[config.mk]
export PLATFORM = sky130hd
export DESIGN_NAME = seq_match_datapath
export DESIGN_NICKNAME = d
export VERILOG_FILES = /design/src/rtl/seq_match_datapath.sv
export SDC_FILE = /design/constraint.sdc
export NUM_CORES = 1
export LEC_CHECK = 0
export CORE_MARGIN = 2
export CORE_UTILIZATION = 39
export DETAILED_ROUTE_END_ITERATION = 10
export GPL_TIMING_DRIVEN = 0
export PLACE_DENSITY_LB_ADDON = 0.12
export SLEW_MARGIN = 30
export SYNTH_ARGS = -nofsm -noshare
export SYNTH_HDL_FRONTEND = slang
export SYNTH_SLANG_ARGS = --single-unit
[constraint.sdc]
create_clock -name clock -period 1.8 [get_ports clock]
set_input_delay 0.36 -clock clock [delete_from_list [all_inputs] [get_ports clock]]
set_output_delay 0.36 -clock clock [all_outputs]
set_load 0.03 [all_outputs]
[src/rtl/seq_match_datapath.sv]
// -----------------------------------------------------------------------------
// seq_match_datapath
//
// Self-contained "repeat the growing sequence" engine: sequence ROM, address
// counter, round-limit counter, key register, equality comparator and the
// control FSM. Round k requires the player to enter ROM words 0..k in order.
//
// Optional feature: define TIMEOUT_EN to build an inactivity timeout in
// ESPERA. Without it, ESPERA waits forever, state 8 is unreachable and
// db_timeout is tied to 0.
//
// Parameters:
//   DATA_WIDTH     width of keys and ROM words
//   ADDR_WIDTH     ROM address width, DEPTH = 2**ADDR_WIDTH words/rounds
//   TIMEOUT_CYCLES cycles allowed in ESPERA without a play (TIMEOUT_EN only)
//
// Ports:
//   clock        in   system clock, rising edge
//   reset        in   asynchronous active-high reset
//   iniciar      in   start/restart request, level-sampled
//   chaves       in   player keys (one-hot in normal use)
//   pronto       out  game finished (win, error or timeout)
//   acertou      out  whole sequence completed
//   errou        out  mismatch or timeout
//   db_contagem  out  current ROM address
//   db_limite    out  current round limit
//   db_chaves    out  registered key value
//   db_memoria   out  current ROM word (registered ROM output)
//   db_estado    out  FSM state code
//   db_timeout   out  timeout flag
//
// Handshake: there is no valid/ready pair. A play is the first cycle on which
// chaves is non-zero after a cycle on which it was zero; it is only consumed
// while the FSM is in ESPERA. iniciar is a level consumed in states 0, 6, 7, 8.
// -----------------------------------------------------------------------------
module seq_match_datapath #(
    parameter int DATA_WIDTH     = 4,
    parameter int ADDR_WIDTH     = 2,
    parameter int TIMEOUT_CYCLES = 100
) (
    input  logic                  clock,
    input  logic                  reset,
    input  logic                  iniciar,
    input  logic [DATA_WIDTH-1:0] chaves,
    output logic                  pronto,
    output logic                  acertou,
    output logic                  errou,
    output logic [ADDR_WIDTH-1:0] db_contagem,
    output logic [ADDR_WIDTH-1:0] db_limite,
    output logic [DATA_WIDTH-1:0] db_chaves,
    output logic [DATA_WIDTH-1:0] db_memoria,
    output logic [3:0]            db_estado,
    output logic                  db_timeout
);

    typedef enum logic [3:0] {
        S_INICIAL        = 4'd0,
        S_PREPARA        = 4'd1,
        S_ESPERA         = 4'd2,
        S_COMPARA        = 4'd3,
        S_PROXIMO        = 4'd4,
        S_PROXIMA_RODADA = 4'd5,
        S_ACERTO         = 4'd6,
        S_ERRO           = 4'd7,
        S_TIMEOUT        = 4'd8
    } state_t;

    // DEPTH-1 is the all-ones address: the last round and the last word.
    localparam logic [ADDR_WIDTH-1:0] LAST_ADDR = '1;

    state_t                state_q;
    logic [ADDR_WIDTH-1:0] addr_q;
    logic [ADDR_WIDTH-1:0] limit_q;
    logic [DATA_WIDTH-1:0] key_q;
    logic [DATA_WIDTH-1:0] rom_q;
    logic [DATA_WIDTH-1:0] chaves_prev_q;
    logic                  pronto_q;
    logic                  acertou_q;
    logic                  errou_q;

    logic [DATA_WIDTH-1:0] rom_d;
    logic                  jogada_d;
    logic                  match_d;

    // Sequence contents: word i has a single bit set at position i mod DATA_WIDTH.
    function automatic logic [DATA_WIDTH-1:0] rom_word(input logic [ADDR_WIDTH-1:0] a);
        return DATA_WIDTH'(1) << (int'(a) % DATA_WIDTH);
    endfunction

    assign rom_d    = rom_word(addr_q);
    // Rising edge of "any key pressed": holding or sliding between keys
    // without a release never produces a second play.
    assign jogada_d = (chaves != '0) && (chaves_prev_q == '0);
    assign match_d  = (key_q == rom_q);

    // Synchronous ROM (1-cycle latency) and the key history for play detect.
    always_ff @(posedge clock or posedge reset) begin
        if (reset) begin
            rom_q         <= '0;
            chaves_prev_q <= '0;
        end else begin
            rom_q         <= rom_d;
            chaves_prev_q <= chaves;
        end
    end

`ifdef TIMEOUT_EN
    localparam int TMO_W = (TIMEOUT_CYCLES > 1) ? $clog2(TIMEOUT_CYCLES) : 1;
    localparam logic [TMO_W-1:0] TMO_LAST = TMO_W'(TIMEOUT_CYCLES - 1);

    logic [TMO_W-1:0] tmo_cnt_q;
    logic             tmo_flag_q;
`endif

    always_ff @(posedge clock or posedge reset) begin
        if (reset) begin
            state_q    <= S_INICIAL;
            addr_q     <= '0;
            limit_q    <= '0;
            key_q      <= '0;
            pronto_q   <= 1'b0;
            acertou_q  <= 1'b0;
            errou_q    <= 1'b0;
`ifdef TIMEOUT_EN
            tmo_cnt_q  <= '0;
            tmo_flag_q <= 1'b0;
`endif
        end else begin
            case (state_q)
                S_INICIAL: begin
                    if (iniciar) state_q <= S_PREPARA;
                end
                S_PREPARA: begin
                    addr_q     <= '0;
                    limit_q    <= '0;
                    key_q      <= '0;
                    pronto_q   <= 1'b0;
                    acertou_q  <= 1'b0;
                    errou_q    <= 1'b0;
`ifdef TIMEOUT_EN
                    tmo_cnt_q  <= '0;
                    tmo_flag_q <= 1'b0;
`endif
                    state_q    <= S_ESPERA;
                end
                S_ESPERA: begin
                    // A play wins over an expiring timeout in the same cycle.
                    if (jogada_d) begin
                        key_q   <= chaves;
                        state_q <= S_COMPARA;
`ifdef TIMEOUT_EN
                        tmo_cnt_q <= '0;
                    end else if (tmo_cnt_q == TMO_LAST) begin
                        pronto_q   <= 1'b1;
                        errou_q    <= 1'b1;
                        tmo_flag_q <= 1'b1;
                        state_q    <= S_TIMEOUT;
                    end else begin
                        tmo_cnt_q <= tmo_cnt_q + 1'b1;
`endif
                    end
                end
                S_COMPARA: begin
                    if (!match_d) begin
                        pronto_q <= 1'b1;
                        errou_q  <= 1'b1;
                        state_q  <= S_ERRO;
                    end else if (addr_q != limit_q) begin
                        state_q <= S_PROXIMO;
                    end else if (limit_q == LAST_ADDR) begin
                        pronto_q  <= 1'b1;
                        acertou_q <= 1'b1;
                        state_q   <= S_ACERTO;
                    end else begin
                        state_q <= S_PROXIMA_RODADA;
                    end
                end
                S_PROXIMO: begin
                    addr_q  <= addr_q + 1'b1;
`ifdef TIMEOUT_EN
                    tmo_cnt_q <= '0;
`endif
                    state_q <= S_ESPERA;
                end
                S_PROXIMA_RODADA: begin
                    limit_q <= limit_q + 1'b1;
                    addr_q  <= '0;
`ifdef TIMEOUT_EN
                    tmo_cnt_q <= '0;
`endif
                    state_q <= S_ESPERA;
                end
                // Terminal states keep address, limit and flags on display.
                S_ACERTO, S_ERRO, S_TIMEOUT: begin
                    if (iniciar) state_q <= S_PREPARA;
                end
                default: begin
                    state_q <= S_INICIAL;
                end
            endcase
        end
    end

    assign pronto      = pronto_q;
    assign acertou     = acertou_q;
    assign errou       = errou_q;
    assign db_contagem = addr_q;
    assign db_limite   = limit_q;
    assign db_chaves   = key_q;
    assign db_memoria  = rom_q;
    assign db_estado   = state_q;
`ifdef TIMEOUT_EN
    assign db_timeout  = tmo_flag_q;
`else
    assign db_timeout  = 1'b0;
`endif

endmodule

==> out/qor.yml, run 1 <==
sta:
  skew_ns: 0.001238
  fin_hold_ws_ns: 0.4967
  relSlewSlack_pct: 45.59
  fin_crit_sh_pct: 96.17
  timing.final.ws_setup_ns: 0.06900
  setup_violations: 0
  final.min_clock_period_ns: 1.731
  tns_ns: 0
  finalHoldViolCount: 0
  max_freq_mhz: 577.7
  finalMaxSlewViolations: 0
  rsz0062_at_grt: "no"
  tightestPinTransition_ns: 0.8153
pwr:
  pwr-share-seq_pct: 33.0
  pwr-share-comb_pct: 52.6
  ir_drop_mv: 1.051
  internal_power_uw: 1473
  leakage_uw: 0.0006683
  p_sw_uw: 1141
  power_density_nw_per_um2: 1932
  clkPwrFrac_pct: 14.4
  swShare_pct: 43.64
layout:
  finalNetCount: 131
  final_core_util_pct: 54.60
  drive_gt1_share_pct: 11.86
  area_growth_pct: 33.29
  fin_area_um2: 1353
  antenna_cells: 0
  fillers: 226
setup_path:
  start_kind: "flop"
  crit_family: "buffers and inverters"
  reg2reg_slack_ns: 0.40
  crit_chain: "clkdlybuf4s50_1"
  reg2regPathDepth: 4
  cp-startpoint: "db_memoria[0]"
  critPathKind: "flop to primary output"
  arrival_ns: 1.37
  critPathMaxStageDelay_ns: 0.67
  worst_ep_required_time_ns: 1.44
  end_kind: "primary output"
  cp.depth: 1
  slowest_stage: "clkdlybuf4s50_1"
  timing.rr.start: "chaves_prev_q[1]"
  path_max_fanout: 2
  cp_num_buf_inv: 1
floorplanning:
  rows: 18
  dieWidth_um: 55.01
  initial_core_util_pct: 40.96
  core-area_um2: 2477
  dieArea_um2: 3026
  die-height_um: 55.01
  ios: 27
synth:
  synth_flop_cell: "dfrtp_1"
  synth_area_leaders: "dfrtp_1 (54%), ha_1 (6.2%), a22o_1 (3.5%)"
  synth_area_um2: 1015
  async_flop_share_pct: 100.0
  synthCells: 89
  synth.distinct_cells: 33
  synth_edf_count: 0
  synth_seq_cells: 22
  avgSynthCellArea_um2: 11.40
  yosys-top-cells-count: "dfrtp_1 (22), nand2_1 (8), ha_1 (5)"
  yosysWarnings: 0
  synth_top_area_share_pct: 54.25
  synth.most_common_cell: "dfrtp_1"
  synth_top_area_cell: "dfrtp_1"
  ys_seq_area_share_pct: 54.25
drt:
  vias_per_cell: 4.919
  wirelength_um: 1865
  routedWlPerCell_um: 12.60
  drcViolationCount: 0
  ant_nets: 0
  drtIter0Drc: 6
  vias: 728
  first_pass_iters: 4
cts:
  clock-sinks: 22
  h-tree-depth: 1
  cts_buffers: 3
  post_cts_buffers: 0
  clk_pin_slew_ns: 0.12
  insertion_delay_ns: 0.31
  cts_root_buf: "clkbuf_4"
  cts_tree: "built"
  cts_buffer_depth: 2
placed_design:
  gp_congestion: 0.7456
  dp_hpwl_um: 1423
  dpl_cell_area_um2: 1296
  preCtsSetupSlack_ns: -0.06357
  io_buffers: 24
global_routing:
  grt_pass1_vias: 726
  grt_pass1_wl_um: 3201
  grt_usage_pct: 15.24
  grt_max_degree: 23
  antenna_found_initial: 0
  overflow: 0
run:
  drv_cap: 0
status:
  status: "completed"
min_path:
  holdCritPathClass: "input port to asynchronous set/reset pin"
-- worst paths after layout --
| path | endpoint |
|---|---|
| min | db_estado[2] |
| min reg2reg | pronto |
| max | db_memoria[0] |
| max in group asynchronous | db_contagem[1] |
| min in group clock | pronto |
| max reg2reg | db_chaves[1] |
-- layer usage --
metal | up-vias | GRT usage [%] | share of wire [%]
met4 | 0 | 8.943 | 2.3
li1 | 368 | - | -
met5 | - | 0 | 0
met3 | 4 | 3.495 | 4.9
met1 | 341 | 19.73 | 46
met2 | 15 | 23.21 | 47
-- state kept, by name, indices dropped and copies added (netlist names) --
| register | flops |
|---|---|
| db_chaves | 4 |
| db_memoria | 4 |
| db_contagem | 2 |
| chaves_prev_q | 4 |
| acertou | 1 |
| db_limite | 2 |
| pronto | 1 |
| db_estado | 3 |
| errou | 1 |
-- what timing repair did --
| action | in CTS | in global routing |
|---|---|---|
| hold buffers | 0 | 0 |
| resized for setup | 5 | 4 |
| endpoints found under the setup margin | 5 | 4 |
-- cells by family (layout without fill, tap and decap cells) --
family	count (synthesis)	after routing	synth area share (%)
buffers and inverters	9	37	5.302
XOR/XNOR	6	6	5.179
flip-flops	22	22	54.25
other	1	2	0.3696
adder cells (fa/ha/maj)	5	5	6.165
multiplexers	1	1	1.110
AND/OR/NAND/NOR	25	25	13.94
AO/OA/AOI/OAI	20	20	13.69
-- placed cells by master (no fill, tap or decap), types with 3 or more instances in the layout --
cell             instances
inv_1                    3
dlymetal6s2s_1           4
buf_4                    4
xnor2_1                  4
nand2_1                  8
dfrtp_1                 22
a22o_1                   4
dlygate4sd2_1            5
clkdlybuf4s50_1         15
a21oi_1                  4
ha_1                     5
clkbuf_4                 3
o21ai_1                  3
nor2_1                   3
nor3_1                   4
-- area by class of cell --
cell class	instances	area, µm²	share of cell area [%]
Sequential cell	22	550.5	40.70
Buffer	4	30.03	2.220
Clock buffer	3	22.52	1.665
Tap cell	30	37.54	2.775
Multi-Input combinational cell	59	414.1	30.62
Clock inverter	1	30.03	2.220
Inverter	5	23.77	1.758
Timing Repair Buffer	24	244.0	18.04
-- power by group through the flow --
stage	Clock [µW]	Combinational [µW]	Sequential [µW]
CTS	386	1400	870
floorplan	0	590	1200
detailed placement	0	1430	884
global placement	0	1420	880
global route	410	1520	896
finish	375	1370	863
-- through the flow --
stage | instances | total power [µW]
floorplan | 90 | 1793
global placement | 144 | 2305
global route | 148 | 2824
finish | 148 | 2613
CTS | 148 | 2656
detailed placement | 144 | 2312
Power figures use the tool's default switching activity.
==> inputs of run 2 (changes only) <==
Settings changed: SLEW_MARGIN 30 to unset.
==> results of run 2 <==
The final DEF is identical to that of run 1; final timing and power are the same.
==> inputs of run 3 (changes only) <==
Settings changed: CORE_MARGIN 2 to 4.
==> out/qor.yml, run 3 (same netlist as run 1, synthesis figures left out) <==
cts:
  insertion_delay_ns: 0.30
  cts_root_buf: "clkbuf_4"
  cts_tree: "built"
  cts_buffers: 3
  post_cts_buffers: 0
  clk_pin_slew_ns: 0.13
  clock-sinks: 22
  cts_buffer_depth: 2
  h-tree-depth: 1
run:
  drv_cap: 0
floorplanning:
  core-area_um2: 2477
  die-height_um: 59.01
  ios: 27
  dieWidth_um: 59.01
  initial_core_util_pct: 40.96
  dieArea_um2: 3482
  rows: 18
setup_path:
  cp-startpoint: "db_memoria[1]"
  crit_family: "buffers and inverters"
  cp.depth: 1
  reg2regPathDepth: 4
  critPathCapture: "db_memoria[1]"
  slowest_stage: "clkdlybuf4s50_1"
  end_kind: "primary output"
  critPathMaxStageDelay_ns: 0.69
  crit_chain: "clkdlybuf4s50_1"
  start_kind: "flop"
  cp_num_buf_inv: 1
  worstReg2RegEnd: "db_chaves[0]"
  worst_ep_required_time_ns: 1.44
  arrival_ns: 1.37
  critPathKind: "flop to primary output"
  reg2reg_slack_ns: 0.40
  timing.rr.start: "chaves_prev_q[1]"
  path_max_fanout: 2
layout:
  multi_input_area_um2: 414.1
  final_core_util_pct: 54.60
  final_common_cell: "dfrtp_1"
  stdcell_count: 148
  area_growth_pct: 33.29
  antenna_cells: 0
  regArea_um2: 550.5
  drive_gt1_share_pct: 11.86
  finalNetCount: 131
  fillers: 223
  mostFrequentLayoutCells: "dfrtp_1 (22), clkdlybuf4s50_1 (15), nand2_1 (8)"
pwr:
  ir_drop_mv: 1.033
  pwr-share-seq_pct: 33.0
  clkPwrFrac_pct: 14.4
  p_sw_uw: 1150
  pwr-share-comb_pct: 52.6
  leakage_uw: 0.0006683
  power_density_nw_per_um2: 1939
  power.total_uw: 2623
  swShare_pct: 43.87
  internal_power_uw: 1472
sta:
  finalMaxSlewViolations: 0
  relSlewSlack_pct: 45.57
  fin_crit_sh_pct: 96.30
  setup_violations: 0
  fin_hold_ws_ns: 0.5003
  skew_ns: 0.004074
  max_freq_mhz: 576.9
  rsz0062_at_grt: "no"
  final.min_clock_period_ns: 1.733
  finalHoldViolCount: 0
  tns_ns: 0
  tightestPinTransition_ns: 0.8155
placed_design:
  io_buffers: 24
  gp_congestion: 0.7464
  dp_hpwl_um: 1480
  placed_cells: 144
drt:
  vias: 720
  wirelength_um: 1951
  vias_per_cell: 4.865
  routedWlPerCell_um: 13.18
  drtIter0Drc: 18
  drcViolationCount: 0
  ant_nets: 0
  first_pass_iters: 4
global_routing:
  grt_pass1_vias: 694
  overflow: 0
  grt_max_degree: 23
  antenna_found_initial: 0
  grt_usage_pct: 12.76
  grt_pass1_wl_um: 3298
min_path:
  holdCritPathClass: "input port to asynchronous set/reset pin"
status:
  status: "completed"
-- run 3: cell counts in the layout (fill, tap and decap cells not counted) --
Identical to the previous run, type by type.
-- run 3: power by group through the flow --
stage	combinational [µW]	clock (µW)	sequential (µW)
6_report	1380	379	865
5_1_grt	1510	409	905
4_1_cts	1410	386	872
3_5_place_dp	1430	0	885
3_3_place_gp	1430	0	880
2_1_floorplan	590	0	1200
-- run 3: what timing repair did --
action	CTS	global route
pin swaps	0	0
gates resized for setup	5	4
hold buffers	0	0
endpoints found under the setup margin	5	4
-- run 3: metal layers --
metal	wire length (µm)	track usage, %	vias up
li1	-	-	371
met1	943	17.79	336
met2	921	19.56	11
met3	65	2.614	2
met4	21	4.854	0
met5	0	0	-
-- run 3: stage by stage --
step,setup WS [ns],area [µm²]
floorplan,0.4033,1018
global placement,-0.03797,1296
detailed placement,-0.05810,1296
CTS,0.006628,1343
global route,0.005653,1353
finish,0.06658,1353
-- run 3: worst min-delay path by stage --
stage / slack [ns] / from / end
floorplan: 0.35 / reset / acertou
global placement: 0.47 / acertou / acertou
detailed placement: 0.48 / pronto / pronto
CTS: 0.51 / pronto / pronto
global route: 0.52 / chaves[1] / chaves_prev_q[1]
finish: 0.50 / reset / db_estado[0]
-- run 3: area by class of cell --
cell class / count / share of cell area (%)
multi-input combinational: 59 / 30.62
timing repair buffer: 24 / 18.04
sequential: 22 / 40.70
tap: 30 / 2.775
clock buffer: 3 / 1.665
clock inverter: 1 / 2.220
inverter: 5 / 1.758
buffer: 4 / 2.220
